===== src/rtl/usb_frame_pkg.sv =====
`default_nettype none
// +--------------------------------------------------------------------------+
// | Package : usb_frame_pkg                                                  |
// | Purpose : Shared definitions for the endpoint-2 response framer and the  |
// |           downstream command parser: default start-of-frame bytes,       |
// |           header length and the framer state encoding.                   |
// | Ports   : none (package)                                                 |
// | Rev     : 1.0  initial release                                           |
// +--------------------------------------------------------------------------+
package usb_frame_pkg;

  // Default start-of-frame marker bytes.
  localparam logic [7:0] SOF0_DEFAULT = 8'hAA;
  localparam logic [7:0] SOF1_DEFAULT = 8'h55;

  // SOF0, SOF1, CMD, LEN_H, LEN_L.
  localparam int FRAME_HDR_LEN = 5;

  // Framer state: each state names the next byte to be emitted. SOF0 has no
  // state of its own because it is emitted in the same cycle the start is
  // accepted.
  typedef enum logic [2:0] {
    ST_IDLE    = 3'd0,
    ST_SOF1    = 3'd1,
    ST_CMD     = 3'd2,
    ST_LEN_H   = 3'd3,
    ST_LEN_L   = 3'd4,
    ST_PAYLOAD = 3'd5,
    ST_CSUM    = 3'd6
  } frame_state_e;

  // Total number of bytes on the wire for a payload of the given length.
  function automatic int frame_total_len(input logic [15:0] len);
    return FRAME_HDR_LEN + int'(len) + 1;
  endfunction

endpackage : usb_frame_pkg
`default_nettype wire


===== src/rtl/usb_upload_framer.sv =====
`default_nettype none
// +--------------------------------------------------------------------------+
// | Module  : usb_upload_framer                                              |
// | Purpose : Builds SOF0 SOF1 CMD LEN_H LEN_L <payload> CSUM frames and     |
// |           paces them onto the CDC upload byte port (no backpressure).    |
// |           Payload is pulled through a valid/ready handshake; a starved   |
// |           payload is padded with 0x00 after STALL_TIMEOUT cycles.        |
// | Ports   : i_clk, i_rst_n (sync, active-low)                              |
// |           i_start, i_cmd[7:0], i_len[15:0]      frame request            |
// |           i_pl_data[7:0], i_pl_valid, o_pl_ready payload source         |
// |           o_usb_upload_data[7:0], o_usb_upload_valid  byte stream        |
// |           o_busy, o_done, o_err                   status                 |
// | Rev     : 1.0  initial release                                           |
// +--------------------------------------------------------------------------+
module usb_upload_framer
  import usb_frame_pkg::*;
#(
  parameter int         BYTE_GAP      = 0,
  parameter int         STALL_TIMEOUT = 1024,
  parameter logic [7:0] SOF0          = SOF0_DEFAULT,
  parameter logic [7:0] SOF1          = SOF1_DEFAULT
) (
  input  logic        i_clk,
  input  logic        i_rst_n,
  input  logic        i_start,
  input  logic [7:0]  i_cmd,
  input  logic [15:0] i_len,
  input  logic [7:0]  i_pl_data,
  input  logic        i_pl_valid,
  output logic        o_pl_ready,
  output logic [7:0]  o_usb_upload_data,
  output logic        o_usb_upload_valid,
  output logic        o_busy,
  output logic        o_done,
  output logic        o_err
);

  localparam int GW = (BYTE_GAP > 0) ? $clog2(BYTE_GAP + 1) : 1;
  localparam int SW = (STALL_TIMEOUT > 1) ? $clog2(STALL_TIMEOUT + 1) : 1;
  localparam logic [GW-1:0] C_GAP_LOAD = GW'(BYTE_GAP);

  frame_state_e  state_q, state_d;
  logic [GW-1:0] gap_q,   gap_d;
  logic [SW-1:0] stall_q, stall_d;
  logic [15:0]   rem_q,   rem_d;
  logic [15:0]   len_q,   len_d;
  logic [7:0]    cmd_q,   cmd_d;
  logic [7:0]    csum_q,  csum_d;
  logic          pad_q,   pad_d;
  logic          fin_q,   fin_d;    // CSUM already emitted, waiting out the gap
  logic [7:0]    data_q,  data_d;
  logic          valid_q, valid_d;
  logic          ready_q, ready_d;
  logic          busy_q,  busy_d;
  logic          done_q,  done_d;
  logic          err_q,   err_d;

  logic          w_emit;
  logic [7:0]    w_emit_byte;

  always_comb begin
    state_d     = state_q;
    gap_d       = (gap_q == '0) ? '0 : gap_q - GW'(1);
    stall_d     = stall_q;
    rem_d       = rem_q;
    len_d       = len_q;
    cmd_d       = cmd_q;
    csum_d      = csum_q;
    pad_d       = pad_q;
    fin_d       = fin_q;
    err_d       = err_q;
    done_d      = 1'b0;
    w_emit      = 1'b0;
    w_emit_byte = 8'h00;

    case (state_q)
      ST_IDLE: begin
        if (i_start) begin
          cmd_d       = i_cmd;
          len_d       = i_len;
          rem_d       = i_len;
          csum_d      = 8'h00;
          stall_d     = '0;
          pad_d       = 1'b0;
          fin_d       = 1'b0;
          err_d       = 1'b0;
          w_emit      = 1'b1;
          w_emit_byte = SOF0;
          state_d     = ST_SOF1;
        end
      end
      ST_SOF1: begin
        if (gap_q == '0) begin
          w_emit      = 1'b1;
          w_emit_byte = SOF1;
          state_d     = ST_CMD;
        end
      end
      ST_CMD: begin
        if (gap_q == '0) begin
          w_emit      = 1'b1;
          w_emit_byte = cmd_q;
          csum_d      = csum_q + cmd_q;
          state_d     = ST_LEN_H;
        end
      end
      ST_LEN_H: begin
        if (gap_q == '0) begin
          w_emit      = 1'b1;
          w_emit_byte = len_q[15:8];
          csum_d      = csum_q + len_q[15:8];
          state_d     = ST_LEN_L;
        end
      end
      ST_LEN_L: begin
        if (gap_q == '0) begin
          w_emit      = 1'b1;
          w_emit_byte = len_q[7:0];
          csum_d      = csum_q + len_q[7:0];
          state_d     = (len_q == 16'd0) ? ST_CSUM : ST_PAYLOAD;
        end
      end
      ST_PAYLOAD: begin
        if (gap_q == '0) begin
          if (pad_q) begin
            // Padding: a zero byte goes out on every gap-zero cycle.
            w_emit      = 1'b1;
            w_emit_byte = 8'h00;
            rem_d       = rem_q - 16'd1;
            if (rem_q == 16'd1) state_d = ST_CSUM;
          end else if (ready_q && i_pl_valid) begin
            w_emit      = 1'b1;
            w_emit_byte = i_pl_data;
            csum_d      = csum_q + i_pl_data;
            rem_d       = rem_q - 16'd1;
            stall_d     = '0;
            if (rem_q == 16'd1) state_d = ST_CSUM;
          end else if (ready_q && (STALL_TIMEOUT != 0)) begin
            stall_d = stall_q + SW'(1);
            if ((int'(stall_q) + 1) >= STALL_TIMEOUT) begin
              pad_d = 1'b1;
              err_d = 1'b1;
            end
          end
        end
      end
      ST_CSUM: begin
        if (gap_q == '0) begin
          if (!fin_q) begin
            w_emit      = 1'b1;
            w_emit_byte = csum_q;
            done_d      = 1'b1;
            fin_d       = 1'b1;
          end else begin
            // Gap after the checksum has elapsed; frame is over.
            state_d = ST_IDLE;
          end
        end
      end
      default: state_d = ST_IDLE;
    endcase

    data_d  = w_emit ? w_emit_byte : data_q;
    valid_d = w_emit;
    if (w_emit) gap_d = C_GAP_LOAD;

    // Registered handshake/status derived from the next-cycle state.
    ready_d = (state_d == ST_PAYLOAD) && (gap_d == '0) && !pad_d;
    busy_d  = (state_d != ST_IDLE);
  end

  always_ff @(posedge i_clk) begin
    if (!i_rst_n) begin
      state_q <= ST_IDLE;
      gap_q   <= '0;
      stall_q <= '0;
      rem_q   <= 16'd0;
      len_q   <= 16'd0;
      cmd_q   <= 8'h00;
      csum_q  <= 8'h00;
      pad_q   <= 1'b0;
      fin_q   <= 1'b0;
      data_q  <= 8'h00;
      valid_q <= 1'b0;
      ready_q <= 1'b0;
      busy_q  <= 1'b0;
      done_q  <= 1'b0;
      err_q   <= 1'b0;
    end else begin
      state_q <= state_d;
      gap_q   <= gap_d;
      stall_q <= stall_d;
      rem_q   <= rem_d;
      len_q   <= len_d;
      cmd_q   <= cmd_d;
      csum_q  <= csum_d;
      pad_q   <= pad_d;
      fin_q   <= fin_d;
      data_q  <= data_d;
      valid_q <= valid_d;
      ready_q <= ready_d;
      busy_q  <= busy_d;
      done_q  <= done_d;
      err_q   <= err_d;
    end
  end

  assign o_pl_ready         = ready_q;
  assign o_usb_upload_data  = data_q;
  assign o_usb_upload_valid = valid_q;
  assign o_busy             = busy_q;
  assign o_done             = done_q;
  assign o_err              = err_q;

endmodule : usb_upload_framer
`default_nettype wire

===== config.mk =====
export PLATFORM = sky130hd
export DESIGN_NAME = usb_upload_framer
export DESIGN_NICKNAME = d
export VERILOG_FILES = /design/src/rtl/usb_frame_pkg.sv /design/src/rtl/usb_upload_framer.sv
export SDC_FILE = /design/constraint.sdc
export NUM_CORES = 1
export LEC_CHECK = 0
export ABC_AREA = 1
export CORE_MARGIN = 2
export CORE_UTILIZATION = 30
export DETAILED_ROUTE_END_ITERATION = 16
export PLACE_DENSITY = 0.46
export SETUP_SLACK_MARGIN = 0.1
export SYNTH_ARGS = -nofsm -noshare
export SYNTH_HDL_FRONTEND = slang
export SYNTH_SLANG_ARGS = --single-unit

===== constraint.sdc =====
create_clock -name i_clk -period 3 [get_ports i_clk]
set_input_delay 0.45 -clock i_clk [delete_from_list [all_inputs] [get_ports i_clk]]
set_output_delay 0.45 -clock i_clk [all_outputs]
set_load 0.02 [all_outputs]

### Word level (Yosys, flattened, before mapping)

Index checks and enable logic that the tools add are counted.

* bits in registers: 78
* latch bits: 0
* RAM bits: 0
* bits in read-only memories: 0
* memories: 0

* $add $sub $neg: 8
* multiply operators: 0
* divide/modulo/power cells: 0
* order comparisons: 1
* equality and inequality tests: 21
* shift operators: 0
* muxes and demuxes: 69
* bitwise logic cells: 1
* reductions and logical operators: 18

Operator list (count)
* 8-bit two-way mux: 16
* 16-bit two-way mux: 4
* 8-bit case mux with 7 select lines: 1
* 11-bit two-way mux: 5
* 8-bit case mux with 5 select lines: 1
* 3-bit two-way mux: 11
* 8-bit adder: 4
* 16-bit case mux with 2 select lines: 1
* 1-bit two-way mux: 22
* 2-bit inequality test, second input constant: 11
* 11-bit case mux with 2 select lines: 1
* 3-bit case mux with 7 select lines: 1
* 16-bit by 1-bit == test with 1-bit output, second input constant: 1
* 16-bit logical NOT: 1
* 16-bit by 1-bit subtractor with 16-bit output, second input constant: 1
* 11-bit by 1-bit adder with 12-bit output, second input constant: 1
* 3-bit == test, second input constant: 4
* 12-bit by 11-bit greater-or-equal comparator with 1-bit output, second input constant: 1
* 11-bit by 1-bit adder with 11-bit output, second input constant: 1
* 8-bit AND reduction: 1
* 7-bit two-way mux: 1
* 7-bit AND reduction: 1
* 3-bit by 2-bit == test with 1-bit output, second input constant: 2
* 3-bit inequality test, second input constant: 2
* other kinds (17): 23

### Logic depth before layout (Yosys ltp)

Gate-level depths: netlist of run 1.

* depth after elaboration: 10
* mapped depth: 16
* gate-level depth less buffers: 14

### Worst setup path after synthesis of run 1

Ideal clock, no wire load.

* kind: flip-flop to flip-flop
* start: register state_q[1]
* end: register csum_q[4]
* setup time: 0.070 ns
* arrival time: 2.361 ns
* path slack: 0.568 ns
* stages on the path, launching flop included: 15
* path buffers: 2
* clock period less this slack: 2.432 ns
* cells stage by stage: dfxtp_1 inv_2 nand3_4 inv_2 buf_4 buf_2 a21oi_1 o21ai_0 ha_1 inv_1 fa_1 o31ai_1 or2_2 nand3_1 a21oi_1

* longest elaborated chain between the ends: 3
* elaborated cells between the ends (all ways): 15
* classes of those cells: eq/ne (11); mux (1); reduce/logical (3)

Ends and longest elaborated chain
* from (decl): RTL line usb_upload_framer.sv:42 `frame_state_e state_q, state_d;`
* from (signal assigned): RTL line usb_upload_framer.sv:190 `state_q <= state_d;`
* 3-bit == test (tied with other cells): RTL line usb_upload_framer.sv:76 `case (state_q)`
* 5-bit nonzero test (no line) / 2-bit inequality test (equally long branches)
* 8-bit AND reduction (no line)
* to (signal assigned): RTL line usb_upload_framer.sv:196 `csum_q <= csum_d;`
* to (decl): RTL line usb_upload_framer.sv:48 `logic [7:0] csum_q, csum_d;`

Several ways; a longest one is shown, not always the timed one.
A chain may end at the register's enable or synchronous reset.

### Final worst setup path of run 1

Ends and elaborated chain as after synthesis.

==> impl_metrics.toml, run 1 <==
[timing]
worst_slack_ns = 0.313
clock_skew_ns = 0.00848
finalSetupTns_ns = 0
hold_viol_final = 0
drv_slew = 0
timing.final.crit_share = 0.896
max_freq_ghz = 0.372
slew_headroom = 0.529
setup_viol = 0
rsz0062_at_grt = "true"
period_needed_ns = 2.69
max_slew.worst_pin.slew_ns = 0.706

[power_and_ir_drop]
switching_share = 0.350
p_comb_frac = 0.315
seqPwrFrac = 0.361
intPower_mw = 2.21
ir_worst_vdd_uv = 292
power_switching_mw = 1.19
p_leak_nw = 2.18
p_per_area_mw_per_mm2 = 632
power_frac_clock = 0.325

[clock_tree]
clk_path_buf_depth = 2
htreeDepth = 3
cts_tree = "done"
clock-sinks = 77
clockRootBuffer = "clkbuf_16"
clk_latency_ns = 0.35
cts_setup_buffers = 0
cts_hold_buf = 0
numCtsBuffers = 9
path_clk_slew_ns = 0.06

[detailed_routing]
vias_per_cell = 4.97
highest_layer = "met4"
wl_per_cell_um = 15.0
drt_iter0_drc = 263
num_vias = 4396
wl_met3_um = 578
dr.pass1.iters = 5
drc_errors = 0
antenna_left = 0
routed_wl_um = 13200
m1WireLength_um = 6380
routed-wl-met2_um = 6060

[global_routing]
antenna_found_initial = 0
grt_pass1_vias = 4179
grt_pass1_wl_um = 21500
grt.total_usage = 0.170
grt_start_max_net_pins = 45
grt-ovfl-total = 0

[placement]
place.gp.congestion = 0.865
portBuffers = 48
dpl.hpwl_um = 10000
dp_slack_ns = 0.322

[status]
status = "completed"

[yosys]
synthTopCellsByArea = "dfxtp_1, nand2_1, a21oi_1, o21ai_0, inv_1"
synth_seq_cells = 77
synthArstFlopShare = 0
yosysSeqAreaShare = 0.347
synth_fp_nets = 699
syn_avg_cell_area_um2 = 6.82
syn_area_mm2 = 0.00444
yosysWarnings = 0
synth.top_cell.area_share = 0.347
yosys-top-cells-count = "nand2_1, dfxtp_1, inv_1"
synth_edf_count = 0
synthFlopType = "dfxtp_1"
synth.most_common_cell = "nand2_1"
synth_top_cell_by_area = "dfxtp_1"
synthesis.instances = 651
yosys.cell_types.count = 44

[min_path]
hold_start = "o_err"
min_to = "o_err"
whs_path_depth = 2
hp-class = "reg -> reg"

[cells_and_area]
seqCellArea_mm2 = 0.00154
fin_nets = 744
num_antenna_cells = 0
multiInputGateArea_mm2 = 0.00245
area_growth_syn_to_layout_pct = 21.3
n_fill_cell = 1581
utilization = 0.372
drive_above_1_share = 0.0785

[floorplanning]
core_area_mm2 = 0.0145
dieArea_mm2 = 0.0158
die_w_um = 126
start_util = 0.307
row_count = 44
io_pins = 49
die_y_um = 126

[setup_path]
r2r_start = "state_q[1]"
critical_path.max_stage_delay_ns = 0.41
path_cells = "nor2_1, nand2_2, o22ai_1, a21oi_1, o21ai_0, ha_1, inv_1, fa_1, o31ai_1, or2_2, nand3_1, a21oi_1"
reg2reg_slack_ns = 0.31
crit_fanout = 9
worstSetupStartpointType = "register"
required_ns = 3.27
crit_arrival_ns = 2.96
crit_buf_inv = 1
rr_worst_depth = 12
critPathCaptureType = "register"
crit_top_cell = "a21oi_1"
critPathKind = "reg -> reg"
reg2reg_to = "csum_q[4]"
critPathTopFamily = "compound AO/OA/AOI/OAI gates"
cp_slowest_cell = "fa_1"

[flow_run]
cap_viol_max_count = 0
-- state kept, by name (all words and copies together) (netlist names) --
signal,cells
o_done,1
fin_q,1
cmd_q,8
csum_q,8
o_usb_upload_data,8
len_q,16
stall_q,11
o_usb_upload_valid,1
o_err,1
o_busy,1
pad_q,1
state_q,3
o_pl_ready,1
rem_q,16
-- worst max-delay path by stage --
stage	startpoint	to	slack (ns)	cells past startpoint
after floorplan	state_q[1]	csum_q[4]	0.57	14
after detailed placement	state_q[1]	csum_q[4]	0.32	12
final	state_q[1]	csum_q[4]	0.31	12
after global routing	state_q[1]	csum_q[4]	0.09	12
after CTS	state_q[1]	csum_q[4]	0.29	12
after global placement	i_pl_data[1]	csum_q[7]	0.40	12
-- cells in the final DEF (no fill, tap or decap), types with 6 or more instances in the layout --
cell,synthesis,final
o21ai_0,63,63
a21oi_1,70,70
nor2_1,76,76
ha_1,11,11
o211ai_1,9,9
nand4_1,12,12
nor3_1,6,6
buf_4,2,10
clkdlybuf4s50_1,0,48
dfxtp_1,77,77
inv_1,77,77
nand3_1,30,30
o22ai_1,7,7
nand2_1,128,127
clkbuf_16,0,9
-- what timing repair did --
item                                   in CTS  in global routing
endpoints found under the hold margin       0                  0
setup endpoints to repair                   0                  3
resized for setup                           0                  2
-- area by class of cell --
cell class,count,area share
Inverter,83,0.0579
Clock buffer,12,0.0458
Clock inverter,4,0.00883
Timing Repair Buffer,58,0.103
Multi-Input combinational cell,467,0.455
Sequential cell,77,0.286
Tap cell,184,0.0428
-- per-stage QoR --
stage | hold slack [ns] | total power [mW] | cells | area (µm²)
finish | 0.449 | 3.40 | 885 | 5380
floorplan | 0.439 | 1.98 | 651 | 4440
global placement | 0.440 | 2.32 | 869 | 5080
global route | 0.483 | 3.62 | 885 | 5380
detailed placement | 0.446 | 2.32 | 869 | 5080
CTS | 0.456 | 3.45 | 885 | 5380
-- cell families (layout without fill, tap and decap cells) --
family	Yosys count	in the layout	synth area share
adders and majority gates	12	12	0.0355
buffers and inverters	107	157	0.103
AOI/OAI and AO/OA	174	174	0.221
DFF	77	77	0.347
and+or+nand+nor	276	276	0.284
xor gates and xnor gates	5	5	0.00986
-- worst reg2reg max path: stages, from the launching register on --
cell	delay, ns
dfxtp_1	0.37
nor2_1	0.28
nand2_2	0.20
o22ai_1	0.24
a21oi_1	0.07
o21ai_0	0.08
ha_1	0.19
inv_1	0.06
fa_1	0.42
o31ai_1	0.35
or2_2	0.17
nand3_1	0.07
a21oi_1	0.14
-- metal layers --
layer,track usage,up-vias
met3,0.0429,16
met4,0.0523,0
li1,-,2250
met5,0,-
met2,0.273,91
met1,0.227,2039
-- power by group through the flow --
| stage | sequential, mW | clock, mW | combinational (mW) |
|---|---|---|---|
| after floorplan | 1.28 | 0 | 0.699 |
| after global placement | 1.25 | 0 | 1.07 |
| after detailed placement | 1.25 | 0 | 1.07 |
| after CTS | 1.23 | 1.15 | 1.07 |
| after global routing | 1.24 | 1.18 | 1.20 |
| final | 1.23 | 1.10 | 1.07 |
No activity file was read; power rests on OpenSTA's default activity.
==> inputs of run 2 (changes only) <==
--- a/config.mk
+++ b/config.mk
@@ -6,6 +6,8 @@
 export NUM_CORES = 1
 export LEC_CHECK = 0
 export ABC_AREA = 1
+export ABC_CLOCK_PERIOD_IN_PS = 3000
+export CORE_ASPECT_RATIO = 2
 export CORE_MARGIN = 2
 export CORE_UTILIZATION = 30
 export DETAILED_ROUTE_END_ITERATION = 16
==> impl_metrics.toml, run 2 (same netlist as run 1, synthesis figures left out) <==
[power_and_ir_drop]
ir_worst_vdd_uv = 270
switching_share = 0.368
finalPower_mw = 3.32
intPower_mw = 2.10
p_leak_nw = 2.16
p_comb_frac = 0.327
p_per_area_mw_per_mm2 = 620
power_switching_mw = 1.22
seqPwrFrac = 0.370
power_frac_clock = 0.302

[clock_tree]
clockRootBuffer = "clkbuf_16"
clk_path_buf_depth = 2
cts_hold_buf = 0
clock-sinks = 77
clk_latency_ns = 0.34
numCtsBuffers = 9
htreeDepth = 3
cts_tree = "done"
cts_setup_buffers = 0
path_clk_slew_ns = 0.06

[timing]
timing.final.crit_share = 0.884
clock_skew_ns = 0.00752
holdWs_ns = 0.457
period_needed_ns = 2.65
max_freq_ghz = 0.377
hold_viol_final = 0
rsz0062_at_grt = "false"
max_slew.worst_pin.slew_ns = 0.714
drv_slew = 0
setup_viol = 0
finalSetupTns_ns = 0
slew_headroom = 0.522

[cells_and_area]
seqCellArea_mm2 = 0.00154
drive_above_1_share = 0.0800
multiInputGateArea_mm2 = 0.00245
final_cell_mix = "nand2_1, inv_1, dfxtp_1, nor2_1, a21oi_1"
num_antenna_cells = 0
n_fill_cell = 1588
fin_nets = 743
final_common_cell = "nand2_1"
final_cell_area_mm2 = 0.00536
area_growth_syn_to_layout_pct = 20.8
largest_registers = "len_q x16, rem_q x16, stall_q x11"

[detailed_routing]
wl_per_cell_um = 16.1
routed_wl_um = 14400
drt_iter0_drc = 174
vias_per_cell = 4.95
num_vias = 4414
dr.pass1.iters = 4
drc_errors = 0
antenna_left = 0

[global_routing]
grt_pass1_wl_um = 23400
grt_start_max_net_pins = 45
antenna_found_initial = 0
grt-ovfl-total = 0
grt.total_usage = 0.189
grt_pass1_vias = 4466

[min_path]
hp-class = "reg -> reg"

[floorplanning]
core_area_mm2 = 0.0144
dieArea_mm2 = 0.0158
io_pins = 49
die_w_um = 90.0
row_count = 62
start_util = 0.308
die_y_um = 176

[setup_path]
required_ns = 3.27
cp_slowest_cell = "dfxtp_1"
crit_fanout = 10
critical_path.max_stage_delay_ns = 0.50
critPathCaptureType = "register"
critPathKind = "reg -> reg"
critPathTopFamily = "simple AND/OR/NAND/NOR gates"
crit_arrival_ns = 2.92
path_cells = "nand3_4, nand2_4, inv_1, a211oi_1, buf_4, inv_1, ha_1, nand3_1, nand2_1, a21oi_1, nand3b_1, nand3_1, a21oi_1"
crit_buf_inv = 3
worstSetupStartpointType = "register"

[placement]
portBuffers = 48
dpl.hpwl_um = 11300
place.gp.congestion = 0.859
placed_cell_area_mm2 = 0.00508

[flow_run]
cap_viol_max_count = 0

[status]
status = "completed"
-- run 2: cell types whose count changed in the layout (fill, tap and decap cells not counted), sizes merged --
cell,delta
bufinv,-1
buf,-1
clkinvlp,+2
clkbuf,-3
clkinv,+2
-- run 2: repair_timing --
item | in CTS | in global routing
gates resized for setup | 0 | 3
setup endpoints to repair | 0 | 3
hold endpoints to repair | 0 | 0
-- run 2: path summary, 6_finish.rpt --
kind	start	end	slack [ns]	depth (start not counted)
max	state_q[1]	csum_q[7]	0.35	13
min	o_err	o_err	0.46	2
max reg2reg	state_q[1]	csum_q[7]	0.35	13
min reg2reg	o_err	o_err	0.46	2
-- run 2: stage by stage --
stage               worst slack, ns  cells   util
finish                        0.349    892  0.372
global route                  0.141    892  0.372
detailed placement            0.338    876  0.352
CTS                           0.318    892  0.371
global placement              0.382    876  0.352
floorplan                     0.568    651      -
-- run 2: layer usage --
layer	GRT usage	vias up	part of all wire
met1	0.182	2048	0.36
li1	-	2235	-
met2	0.382	97	0.58
met4	0.0897	0	0.041
met3	0.0273	34	0.025
met5	0	-	0
-- run 2: power by group through the flow --
stage	Combinational [mW]	Sequential [mW]	Clock [mW]
floorplan	0.699	1.28	0
detailed placement	1.10	1.25	0
CTS	1.10	1.23	1.04
global placement	1.09	1.25	0
global route	1.22	1.25	1.09
finish	1.09	1.23	1.00
-- run 2: final cells by class --
| type | count | share of cell area |
|---|---|---|
| Inverter | 83 | 0.0581 |
| Clock inverter | 7 | 0.00793 |
| Tap cell | 192 | 0.0448 |
| Timing Repair Buffer | 57 | 0.102 |
| Clock buffer | 9 | 0.0420 |
| Sequential cell | 77 | 0.287 |
| Multi-Input combinational cell | 467 | 0.458 |
-- run 2: worst min-delay path: stages (launching register included) --
cell	delay, ns
dfxtp_1	0.31
inv_1	0.05
a21oi_1	0.05
==> inputs of run 3 (changes only) <==
--- a/config.mk
+++ b/config.mk
@@ -6,10 +6,11 @@
 export NUM_CORES = 1
 export LEC_CHECK = 0
 export ABC_AREA = 1
-export ABC_CLOCK_PERIOD_IN_PS = 3000
+export ABC_CLOCK_PERIOD_IN_PS = 3200
 export CORE_ASPECT_RATIO = 2
 export CORE_MARGIN = 2
 export CORE_UTILIZATION = 30
+export CTS_CLUSTER_SIZE = 25
 export DETAILED_ROUTE_END_ITERATION = 16
 export PLACE_DENSITY = 0.46
 export SETUP_SLACK_MARGIN = 0.1
==> constraint.sdc (replaced) <==
create_clock -name i_clk -period 3.2 [get_ports i_clk]
set_input_delay 0.48 -clock i_clk [delete_from_list [all_inputs] [get_ports i_clk]]
set_output_delay 0.48 -clock i_clk [all_outputs]
set_load 0.02 [all_outputs]
==> impl_metrics.toml, run 3 (same netlist as run 1, synthesis figures left out) <==
[status]
status = "completed"

[setup_path]
rr_worst_depth = 13
path_cells = "inv_2, nand3_2, nand2_4, inv_1, a211oi_2, inv_1, ha_1, nand3_1, nand2_1, a21oi_1, nand3b_1, nand3_1, a21oi_1"
critPathTopFamily = "simple AND/OR/NAND/NOR gates"
critPathLaunch = "state_q[2]"
crit_fanout = 10
cp_slowest_cell = "dfxtp_2"
critPathCaptureType = "register"
required_ns = 3.46
worstSetupStartpointType = "register"
crit_arrival_ns = 2.95
critPathKind = "reg -> reg"
r2r_start = "state_q[2]"
reg2reg_to = "csum_q[7]"
critical_path.max_stage_delay_ns = 0.40
reg2reg_slack_ns = 0.51
crit_buf_inv = 3

[global_routing]
grt.total_usage = 0.190
antenna_found_initial = 0
grt_start_max_net_pins = 45
grt_pass1_wl_um = 23600
grt-ovfl-total = 0
grt_pass1_vias = 4608

[timing]
period_needed_ns = 2.69
worst_slack_ns = 0.508
rsz0062_at_grt = "false"
max_freq_ghz = 0.372
drv_slew = 0
hold_viol_final = 0
finalSetupTns_ns = 0
timing.final.crit_share = 0.841
slew_headroom = 0.536
setup_viol = 0
max_slew.worst_pin.slew_ns = 0.694
clock_skew_ns = 0.00748

[cells_and_area]
final_common_cell = "nand2_1"
utilization = 0.373
largest_registers = "len_q x16, rem_q x16, stall_q x11"
drive_above_1_share = 0.0788
num_antenna_cells = 0
fin_nets = 741
n_fill_cell = 1587
area_growth_syn_to_layout_pct = 21.2
final_cell_mix = "nand2_1, inv_1, nor2_1, dfxtp_1, a21oi_1"
final_cell_area_mm2 = 0.00538

[detailed_routing]
routed-wl-met2_um = 7870
antenna_left = 0
num_vias = 4460
drc_errors = 0
vias_per_cell = 5.01
routed_wl_um = 14400
wl_met3_um = 435
m1WireLength_um = 5140
drt_iter0_drc = 142
dr.pass1.iters = 4
highest_layer = "met4"
wl_per_cell_um = 16.2

[clock_tree]
clk_path_buf_depth = 2
clockRootBuffer = "clkbuf_16"
path_clk_slew_ns = 0.07
clock-sinks = 77
cts_setup_buffers = 0
cts_tree = "done"
clk_latency_ns = 0.34
htreeDepth = 3
numCtsBuffers = 9

[placement]
portBuffers = 48
place.gp.congestion = 0.883
dpl.hpwl_um = 11400
dp_slack_ns = 0.275
placed_cell_area_mm2 = 0.00507

[min_path]
hp-class = "reg -> reg"
hold_start = "o_err"
min_to = "o_err"
whs_path_depth = 2

[power_and_ir_drop]
p_per_area_mw_per_mm2 = 596
p_leak_nw = 2.15
ir_worst_vdd_uv = 257

[floorplanning]
core_area_mm2 = 0.0144
die_y_um = 176
row_count = 62
start_util = 0.308
dieArea_mm2 = 0.0158
io_pins = 49
die_w_um = 90.0

[flow_run]
cap_viol_max_count = 0
## run 3: through the flow
stage	std cells	hold slack, ns	total power, mW
after floorplan	651	0.439	1.86
after global placement	874	0.441	2.18
final	890	0.450	3.21
after CTS	890	0.453	3.25
after detailed placement	874	0.442	2.19
after global routing	890	0.500	3.41
## run 3: layout make-up
class	instances	area, µm²	share of cell area
multi-input combinational	467	2450	0.455
sequential	77	1540	0.287
timing repair buffer	55	533	0.0991
inverter	83	312	0.0579
tap	192	240	0.0447
clock buffer	9	225	0.0419
clock inverter	7	76.3	0.0142
## run 3: layer usage
layer,vias to the layer above,track usage
li1,2237,-
met1,2055,0.179
met2,118,0.367
met3,50,0.0286
met4,0,0.133
met5,-,0
## run 3: power breakdown
group	total, mW	internal [mW]	leakage [nW]	switching [mW]
sequential	1.16	1.08	0.632	0.0764
clock	1.04	0.605	0.130	0.437
combinational	1.01	0.361	1.39	0.645
## run 3: worst min-delay path: stages, from the launching register on
cell	delay (ns)
dfxtp_1	0.31
inv_1	0.05
a21oi_1	0.05
## run 3: what timing repair did
item,CTS,global route
setup endpoints to repair,0,3
gates resized for setup,0,3
hold buffers,0,0
## run 3: worst max-delay path by stage
stage | end | slack [ns] | cells past startpoint
floorplan | csum_q[4] | 0.77 | 14
global placement | csum_q[7] | 0.40 | 13
detailed placement | csum_q[7] | 0.27 | 13
CTS | csum_q[7] | 0.26 | 13
global route | csum_q[4] | 0.21 | 12
finish | csum_q[7] | 0.51 | 13
